### src/rtl/board_ctrl.sv
// Paddle position controller: samples the buttons once per movement tick and
// moves the board with slow-then-fast acceleration, clamped to the screen edges.
module board_ctrl #(
  parameter int TICK_DIV   = 1666666,
  parameter int SCREEN_W   = 640,
  parameter int BOARD_W    = 64,
  parameter int BOARD_Y    = 296,
  parameter int X_INIT     = 288,
  parameter int STEP_SLOW  = 2,
  parameter int STEP_FAST  = 6,
  parameter int HOLD_TICKS = 15
) (
  input  logic       clk,
  input  logic       rst,
  input  logic       left,
  input  logic       right,
  output logic [9:0] board_x,
  output logic [9:0] board_y,
  output logic       tick,
  output logic       at_left,
  output logic       at_right,
  output logic [1:0] fsm_state
);

  localparam int XMAX = SCREEN_W - BOARD_W;
  localparam int CW   = $clog2(TICK_DIV);
  localparam int HW   = $clog2(HOLD_TICKS + 1);

  typedef enum logic [1:0] {
    IDLE = 2'd0,
    SLOW = 2'd1,
    FAST = 2'd2
  } state_t;

  state_t               state, state_nx;
  logic [CW-1:0]        div_cnt;
  logic                 strobe;
  logic [HW-1:0]        hold_cnt, hold_nx;
  logic                 dir_right, dir_right_nx;
  logic                 want_left, want_right, want_move;
  logic                 move, move_right, move_fast;
  logic signed [10:0]   step_s, x_sum;
  logic [9:0]           x_nx;

  assign strobe     = (div_cnt == CW'(TICK_DIV - 1));
  assign want_left  = left & ~right;
  assign want_right = right & ~left;
  assign want_move  = want_left | want_right;
  assign board_y    = 10'(BOARD_Y);
  assign fsm_state  = state;

  always_ff @(posedge clk) begin
    if (rst) begin
      div_cnt <= '0;
    end else if (strobe) begin
      div_cnt <= '0;
    end else begin
      div_cnt <= div_cnt + 1'b1;
    end
  end

  // Step size is chosen from the state before the transition.
  always_comb begin
    state_nx     = state;
    hold_nx      = hold_cnt;
    dir_right_nx = dir_right;
    move         = 1'b0;
    move_right   = want_right;
    move_fast    = 1'b0;
    case (state)
      IDLE: begin
        if (want_move) begin
          move         = 1'b1;
          hold_nx      = HW'(1);
          dir_right_nx = want_right;
          state_nx     = SLOW;
        end
      end
      SLOW: begin
        if (!want_move) begin
          hold_nx  = '0;
          state_nx = IDLE;
        end else if (want_right == dir_right) begin
          move = 1'b1;
          if (hold_cnt >= HW'(HOLD_TICKS - 1)) begin
            hold_nx  = HW'(HOLD_TICKS);
            state_nx = FAST;
          end else begin
            hold_nx = hold_cnt + 1'b1;
          end
        end else begin
          move         = 1'b1;
          hold_nx      = HW'(1);
          dir_right_nx = want_right;
        end
      end
      FAST: begin
        if (!want_move) begin
          hold_nx  = '0;
          state_nx = IDLE;
        end else if (want_right == dir_right) begin
          move      = 1'b1;
          move_fast = 1'b1;
        end else begin
          move         = 1'b1;
          hold_nx      = HW'(1);
          dir_right_nx = want_right;
          state_nx     = SLOW;
        end
      end
      default: begin
        hold_nx  = '0;
        state_nx = IDLE;
      end
    endcase
  end

  // The sum stays below 1024 when non-negative, so bit 10 is the sign.
  always_comb begin
    step_s = move_fast ? 11'(STEP_FAST) : 11'(STEP_SLOW);
    x_sum  = move_right ? ($signed({1'b0, board_x}) + step_s)
                        : ($signed({1'b0, board_x}) - step_s);
    if (x_sum[10]) begin
      x_nx = '0;
    end else if (x_sum[9:0] > 10'(XMAX)) begin
      x_nx = 10'(XMAX);
    end else begin
      x_nx = x_sum[9:0];
    end
  end

  always_ff @(posedge clk) begin
    if (rst) begin
      state     <= IDLE;
      hold_cnt  <= '0;
      dir_right <= 1'b0;
      board_x   <= 10'(X_INIT);
      at_left   <= (X_INIT == 0);
      at_right  <= (X_INIT == XMAX);
      tick      <= 1'b0;
    end else begin
      tick <= strobe;
      if (strobe) begin
        state     <= state_nx;
        hold_cnt  <= hold_nx;
        dir_right <= dir_right_nx;
        if (move) begin
          board_x  <= x_nx;
          at_left  <= (x_nx == 10'd0);
          at_right <= (x_nx == 10'(XMAX));
        end
      end
    end
  end

endmodule

### config.mk
export PLATFORM = sky130hd
export DESIGN_NAME = board_ctrl
export DESIGN_NICKNAME = d
export VERILOG_FILES = /design/src/rtl/board_ctrl.sv
export SDC_FILE = /design/constraint.sdc
export NUM_CORES = 1
export LEC_CHECK = 0
export BUFFER_PORTS_ARGS = -buffer_cell sky130_fd_sc_hd__buf_2
export CORE_MARGIN = 2
export CORE_UTILIZATION = 25
export CTS_CLUSTER_SIZE = 25
export DETAILED_ROUTE_END_ITERATION = 16
export PLACE_DENSITY = 0.44
export SKIP_LAST_GASP = 1
export SYNTH_ARGS = -nofsm -noshare
export SYNTH_HDL_FRONTEND = slang
export SYNTH_SLANG_ARGS = --single-unit
### constraint.sdc
create_clock -name clk -period 3.6 [get_ports clk]
set_input_delay 0.18 -clock clk [delete_from_list [all_inputs] [get_ports clk]]
set_output_delay 0.18 -clock clk [all_outputs]
set_load 0.02 [all_outputs]
==> results of run 1 <==
==> power groups by stage <==
stage               Clock [mW]  Sequential, mW  Combinational (mW)
global route             0.345           0.459               0.102
finish                   0.312           0.459              0.0909
floorplan                    0           0.469              0.0815
CTS                      0.326           0.459              0.0910
detailed placement           0           0.470              0.0908
global placement             0           0.469              0.0910
==> layer usage <==
metal  up-vias  part of all wire (%)  routed length, um
met5         -                     0                  0
met4         0                   1.2                 65
met3         6                   3.4                187
met2        31                    42               2350
met1       944                    53               2940
li1       1055                     -                  -
==> final cells by class <==
class | count | area, um2
Fill cell | 1091 | 6950
Multi-Input combinational cell | 234 | 1560
Sequential cell | 41 | 821
Tap cell | 133 | 166
Timing Repair Buffer | 19 | 97.6
Clock buffer | 5 | 68.8
Inverter | 13 | 48.8
Clock inverter | 3 | 22.5
==> worst max-delay path by stage <==
stage,startpoint,to,slack [ns],depth (start not counted)
6_report,fsm_state[0]$_SDFFE_PP0P_,board_x[0]$_SDFFE_PP0P_,0.52,12
5_1_grt,fsm_state[0]$_SDFFE_PP0P_,board_x[5]$_SDFFE_PP1P_,0.25,12
4_1_cts,fsm_state[0]$_SDFFE_PP0P_,board_x[0]$_SDFFE_PP0P_,0.51,12
3_5_place_dp,left,board_x[5]$_SDFFE_PP1P_,0.47,12
3_3_place_gp,left,at_left$_SDFFE_PP0P_,0.51,14
2_1_floorplan,fsm_state[0]$_SDFFE_PP0P_,at_right$_SDFFE_PP0P_,0.84,12
==> sequential cells by signal, indices dropped and copies added, names as in the netlist <==
signal / flops
hold_cnt: 4
at_right: 1
div_cnt: 21
at_left: 1
fsm_state: 2
dir_right: 1
tick: 1
board_x: 10
==> layout by cell type (no fill, tap or decap), types with 9 or more instances in the layout <==
cell,netlist,routed
a211oi_1,9,9
a21oi_1,14,14
buf_2,1,18
conb_1,2,10
dfxtp_1,41,41
ha_1,17,17
inv_1,13,13
nand2_1,22,22
nand3_1,12,12
nor2_1,44,44
o21ai_0,11,11
xnor2_1,12,12
xor2_1,13,13
==> cells by family after synthesis <==
logic type	after synthesis
xor+xnor	26
fa+ha+maj	18
flops	41
buf+inv	31
compound gates	55
other cells	2
mux	3
simple gates	122
==> stage by stage <==
step	hold slack, ns	setup slack [ns]	cells	total power [mW]
finish	0.335	0.515	448	0.861
global route	0.344	0.251	448	0.906
CTS	0.328	0.515	448	0.876
detailed placement	0.446	0.466	440	0.560
global placement	0.443	0.506	440	0.560
floorplan	0.429	0.838	306	0.550
==> results.toml, run 1 <==
[status]
status = "finished, final reports clean"

[critical_path]
crit_type = "reg2reg"
timing.rr.start = "fsm_state[0]$_SDFFE_PP0P_"
critical_path_buf_inv_count = 1
cp-end-kind = "flop"
crit_family = "compound AO/OA/AOI/OAI gates"
critPathSlowestCell = "a211oi_1"
crit_path_cell_trace = "inv_1, ha_1, nand2b_1, nand2_1, o21a_1, ha_1, a211oi_1, o21ai_0, xnor2_1, o31ai_1, a21oi_1, o21ai_0"
rr_worst_depth = 12
critical_path_peak_fanout = 6
rrSetupSlack_ns = 0.52
worstPathArrival_ns = 3.25
cp_data_required_time_ns = 3.76
cpPeakStageDelay_ns = 0.43
cp-start-kind = "flop"
r2r-end = "board_x[0]$_SDFFE_PP0P_"

[finish]
drive_above_1_share_pct = 11.1
fin_area_mm2 = 0.00278
antenna_cells = 0
synthToLayoutAreaGrowth_pct = 11.2
fin_nets = 336
finish.utilization_pct = 28.6

[synth]
syn_area_mm2 = 0.00250
synth-edff-count = 0
synth-compound-area-share_pct = 15.7
avgSynthCellArea_um2 = 8.40
synth_adder_area_share_pct = 9.30
yosys.area.top_type = "dfxtp_1"
synthArstFlopShare_pct = 0
synthSimpleGateAreaFrac_pct = 25.2
yosysWarnings = 0
synth_mux_area_share_pct = 1.20
synth_ff_type = "dfxtp_1"
synth-xor-area-share_pct = 9.40
yosysSeqAreaShare_pct = 32.8
ys_seq_elements = 41
synth_top_family_by_area = "simple AND/OR/NAND/NOR gates"
synthTopCellsByArea = "dfxtp_1 33%, ha_1 8.5%, nor2_1 6.6%"
synth_top_cell_area_share_pct = 32.8
synth_most_common_cell = "nor2_1"
ys_types = 53
synth_common_cells = "44 x nor2_1, 41 x dfxtp_1, 22 x nand2_1, 17 x ha_1, 14 x a21oi_1"
synth_cells = 298

[clock_network]
root_buffer = "clkbuf_8"
clk_pin_slew_ns = 0.08
clock_sinks = 41
cts_tree = "built"
cts_buffers = 5
post_cts_buffers = 0
cts_resized = 0
htreeDepth = 2
clock_latency_ns = 0.30
ctsHoldBuffers = 0
clock_path_buffers = 2

[die]
dieArea_mm2 = 0.0108
initial_core_util_pct = 25.7
die_w_um = 104
die_h_um = 104
rows = 36
core_mm2 = 0.00973
ios = 29

[min_path]
worst_hold_path_type = "in2reg"
min_path_cells = 2
holdPathEnd = "dir_right$_SDFFE_PP0P_"
hp-start = "rst"

[route]
routed_wl_um = 5540
via_count = 2036
drtPass1Iterations = 4
drc = 0
ant_nets = 0
vias_per_cell = 4.54
drtIter0Drc = 49
post_drt_wl_per_cell_um = 12.4

[pwr]
p_int_mw = 0.622
switching_share_pct = 27.8
p_leak_nw = 1.06
power_density_mw_per_mm2 = 310
seqPwrFrac_pct = 53.3
switching_power_mw = 0.239
power.share.clock_pct = 36.2
vdd_ir_drop_max_mv = 0.129
p_comb_share_pct = 10.6

[sta]
hold_viol = 0
max_freq_mhz = 324
fin_worst_skew_ns = 0.0102
totalNegativeSetupSlack_ns = 0
timing.final.crit_period_ns = 3.08
setup_viol_count_final = 0
finalCritPeriodShare_pct = 85.7
relSlewSlack_pct = 42.6
worstMarginPinSlew_ns = 0.861
rsz0062_at_grt = "no"
slew_viol_final = 0

[place]
dpl-instance-area_mm2 = 0.00269
io_buffers = 18
dp_hpwl_um = 4130
routabilityCongestion = 0.766

[global_route]
grt_pass1_vias = 2013
met3_usage_pct = 2.19
grtUsageTotal_pct = 10.8
grt_antenna_before_repair = 0
use_met2_pct = 16.8
grt_pass1_wl_um = 9620
grt-ovfl-total = 0
grt_max_degree = 27
use_met1_pct = 15.1
grt.busiest_layer = "met2"

[job]
cap_violations = 0
Power figures use the tool's default switching activity.
==> inputs of run 2 (changes only) <==
==> constraint.sdc (replaced) <==
create_clock -name clk -period 3.1 [get_ports clk]
set_input_delay 0.155 -clock clk [delete_from_list [all_inputs] [get_ports clk]]
set_output_delay 0.155 -clock clk [all_outputs]
set_load 0.02 [all_outputs]
==> run 2 against run 1 <==
Setup slack worse by 0.35 ns. Combinational power is 30% higher. Sequential cell count stayed put. Fmax is 5.2% higher. Highest routed layer unchanged. Hold slack worse by 0.029 ns. First-iteration DRC count is 4.1% higher. Count of clock-buffer cells in the layout is 1 higher. Sequential power is 16% higher. Via count is 0.74% higher. Clock power is 11% higher.
==> results.toml, run 2 (synthesis results as in run 1) <==
[die]
core_mm2 = 0.00973
rows = 36
die_h_um = 104
ios = 29
initial_core_util_pct = 25.7
die_w_um = 104
dieArea_mm2 = 0.0108

[pwr]
total_power_mw = 0.996
power_density_mw_per_mm2 = 351
switching_share_pct = 26.9
seqPwrFrac_pct = 53.4
switching_power_mw = 0.268
p_leak_nw = 1.09
power.share.clock_pct = 34.8
p_comb_share_pct = 11.8
p_int_mw = 0.729
vdd_ir_drop_max_mv = 0.152

[global_route]
grt_pass1_vias = 1925
grtUsageTotal_pct = 10.3
grt_pass1_wl_um = 9250
grt_antenna_before_repair = 0
grt_max_degree = 27
grt-ovfl-total = 0

[route]
drtIter0Drc = 51
drtPass1Iterations = 4
ant_nets = 0
routed_wl_um = 5400
post_drt_wl_per_cell_um = 11.9
vias_per_cell = 4.50
via_count = 2051
drc = 0

[min_path]
worst_hold_path_type = "in2reg"

[finish]
final_cell_mix = "44 x nor2_1, 41 x dfxtp_1, 22 x nand2_1, 18 x buf_2, 17 x ha_1"
reg_top3 = "div_cnt x21, board_x x10, hold_cnt x4"
fin_nets = 344
top_register = "div_cnt"
final_common_cell = "nor2_1"
synthToLayoutAreaGrowth_pct = 13.6
nFillCells = 1079
antenna_cells = 0
stdcell_count = 456
largest_reg_flops = 21
drive_above_1_share_pct = 13.6
finish.utilization_pct = 29.2

[clock_network]
root_buffer = "clkbuf_8"
clock_path_buffers = 2
cts_buffers = 5
htreeDepth = 2
clk_pin_slew_ns = 0.08
clock_sinks = 41
clock_latency_ns = 0.29
cts_tree = "built"

[sta]
max_freq_mhz = 341
hold_viol = 0
fin_worst_skew_ns = 0.00701
timing.final.crit_period_ns = 2.93
setup_ws_ns = 0.166
setup_viol_count_final = 0
rsz0062_at_grt = "yes"
relSlewSlack_pct = 56.7
worstMarginPinSlew_ns = 0.644
finalCritPeriodShare_pct = 94.6
slew_viol_final = 0

[critical_path]
critical_path_peak_fanout = 5
cp-end-kind = "flop"
critPathSlowestCell = "dfxtp_1"
cpPeakStageDelay_ns = 0.42
cp_data_required_time_ns = 3.34
worstPathArrival_ns = 3.18
cp-start-kind = "flop"
crit_type = "reg2reg"
crit_path_cell_trace = "inv_1, ha_1, nand2b_1, o21a_1, inv_1, fa_1, nand2b_1, a2111o_1, o211ai_1, nor3_1, buf_4, nor4b_4, a21o_1"

[place]
dp.cells = 445
routabilityCongestion = 0.842
dp_slack_ns = 0.0462
dp_hpwl_um = 4100
io_buffers = 18

[job]
cap_violations = 0

[status]
status = "finished, final reports clean"
==> run 2: changes by cell type in the layout (fill, tap and decap cells not counted) <==
cell / change
clkbuf_1: +1
buf_4: +8
a211oi_2: +1
clkinv_4: -2
a211oi_1: -1
a21oi_2: +1
a21oi_1: -1
clkinv_2: +1
==> run 2: worst max-delay path, delay by kind of cell, from the launching register on <==
family | cells | cell delay (ns)
flip-flops | 1 | 0.42
AO/OA/AOI/OAI | 4 | 0.82
AND/OR/NAND/NOR | 4 | 0.73
adder cells (fa/ha/maj) | 2 | 0.62
buffers and inverters | 3 | 0.31
==> run 2: what timing repair did <==
item                                    4_1_cts  5_1_grt
pin swaps                                     0        2
resized for setup                             1        1
hold buffers                                  0        0
endpoints found under the setup margin        1        8
hold endpoints to repair                      0        0
buffers inserted                              0        3
==> run 2: power by group through the flow <==
stage	Clock, mW	Sequential (mW)	Combinational [mW]
2_1_floorplan	0	0.544	0.0947
3_3_place_gp	0	0.545	0.110
3_5_place_dp	0	0.545	0.110
4_1_cts	0.368	0.532	0.111
5_1_grt	0.393	0.533	0.130
6_report	0.346	0.532	0.118
==> run 2: area by class of cell <==
| cell class | count | area [um2] | area share (%) |
|---|---|---|---|
| Timing Repair Buffer | 27 | 158 | 5.55 |
| Tap cell | 133 | 166 | 5.86 |
| Clock inverter | 2 | 10.0 | 0.352 |
| Clock buffer | 6 | 72.6 | 2.55 |
| Multi-Input combinational cell | 234 | 1570 | 55.1 |
| Sequential cell | 41 | 821 | 28.9 |
| Inverter | 13 | 48.8 | 1.72 |
==> run 2: per-stage QoR <==
step,instance area (um2),hold slack (ns),TNS (ns)
4_1_cts,2810,0.301,0
3_5_place_dp,2730,0.456,0
5_1_grt,2840,0.316,-0.00959
2_1_floorplan,2530,0.429,0
3_3_place_gp,2730,0.445,0
6_report,2840,0.307,0
==> run 2: path summary, 6_finish.rpt <==
check	start	end	slack, ns	cells past startpoint
max	fsm_state[0]$_SDFFE_PP0P_	at_right$_SDFFE_PP0P_	0.17	13
min	rst	hold_cnt[1]$_SDFFE_PP0P_	0.31	2
max reg2reg	fsm_state[0]$_SDFFE_PP0P_	at_right$_SDFFE_PP0P_	0.17	13
min reg2reg	at_right$_SDFFE_PP0P_	at_right$_SDFFE_PP0P_	0.48	1
==> run 2: layer usage <==
layer	vias to the layer above	track usage, %	share of wire [%]	wire length, um
li1	1075	-	-	-
met1	940	14.3	52	2830
met2	32	16.2	43	2340
met3	4	2.32	3.6	197
met4	0	2.32	0.78	42
met5	-	0	0	0
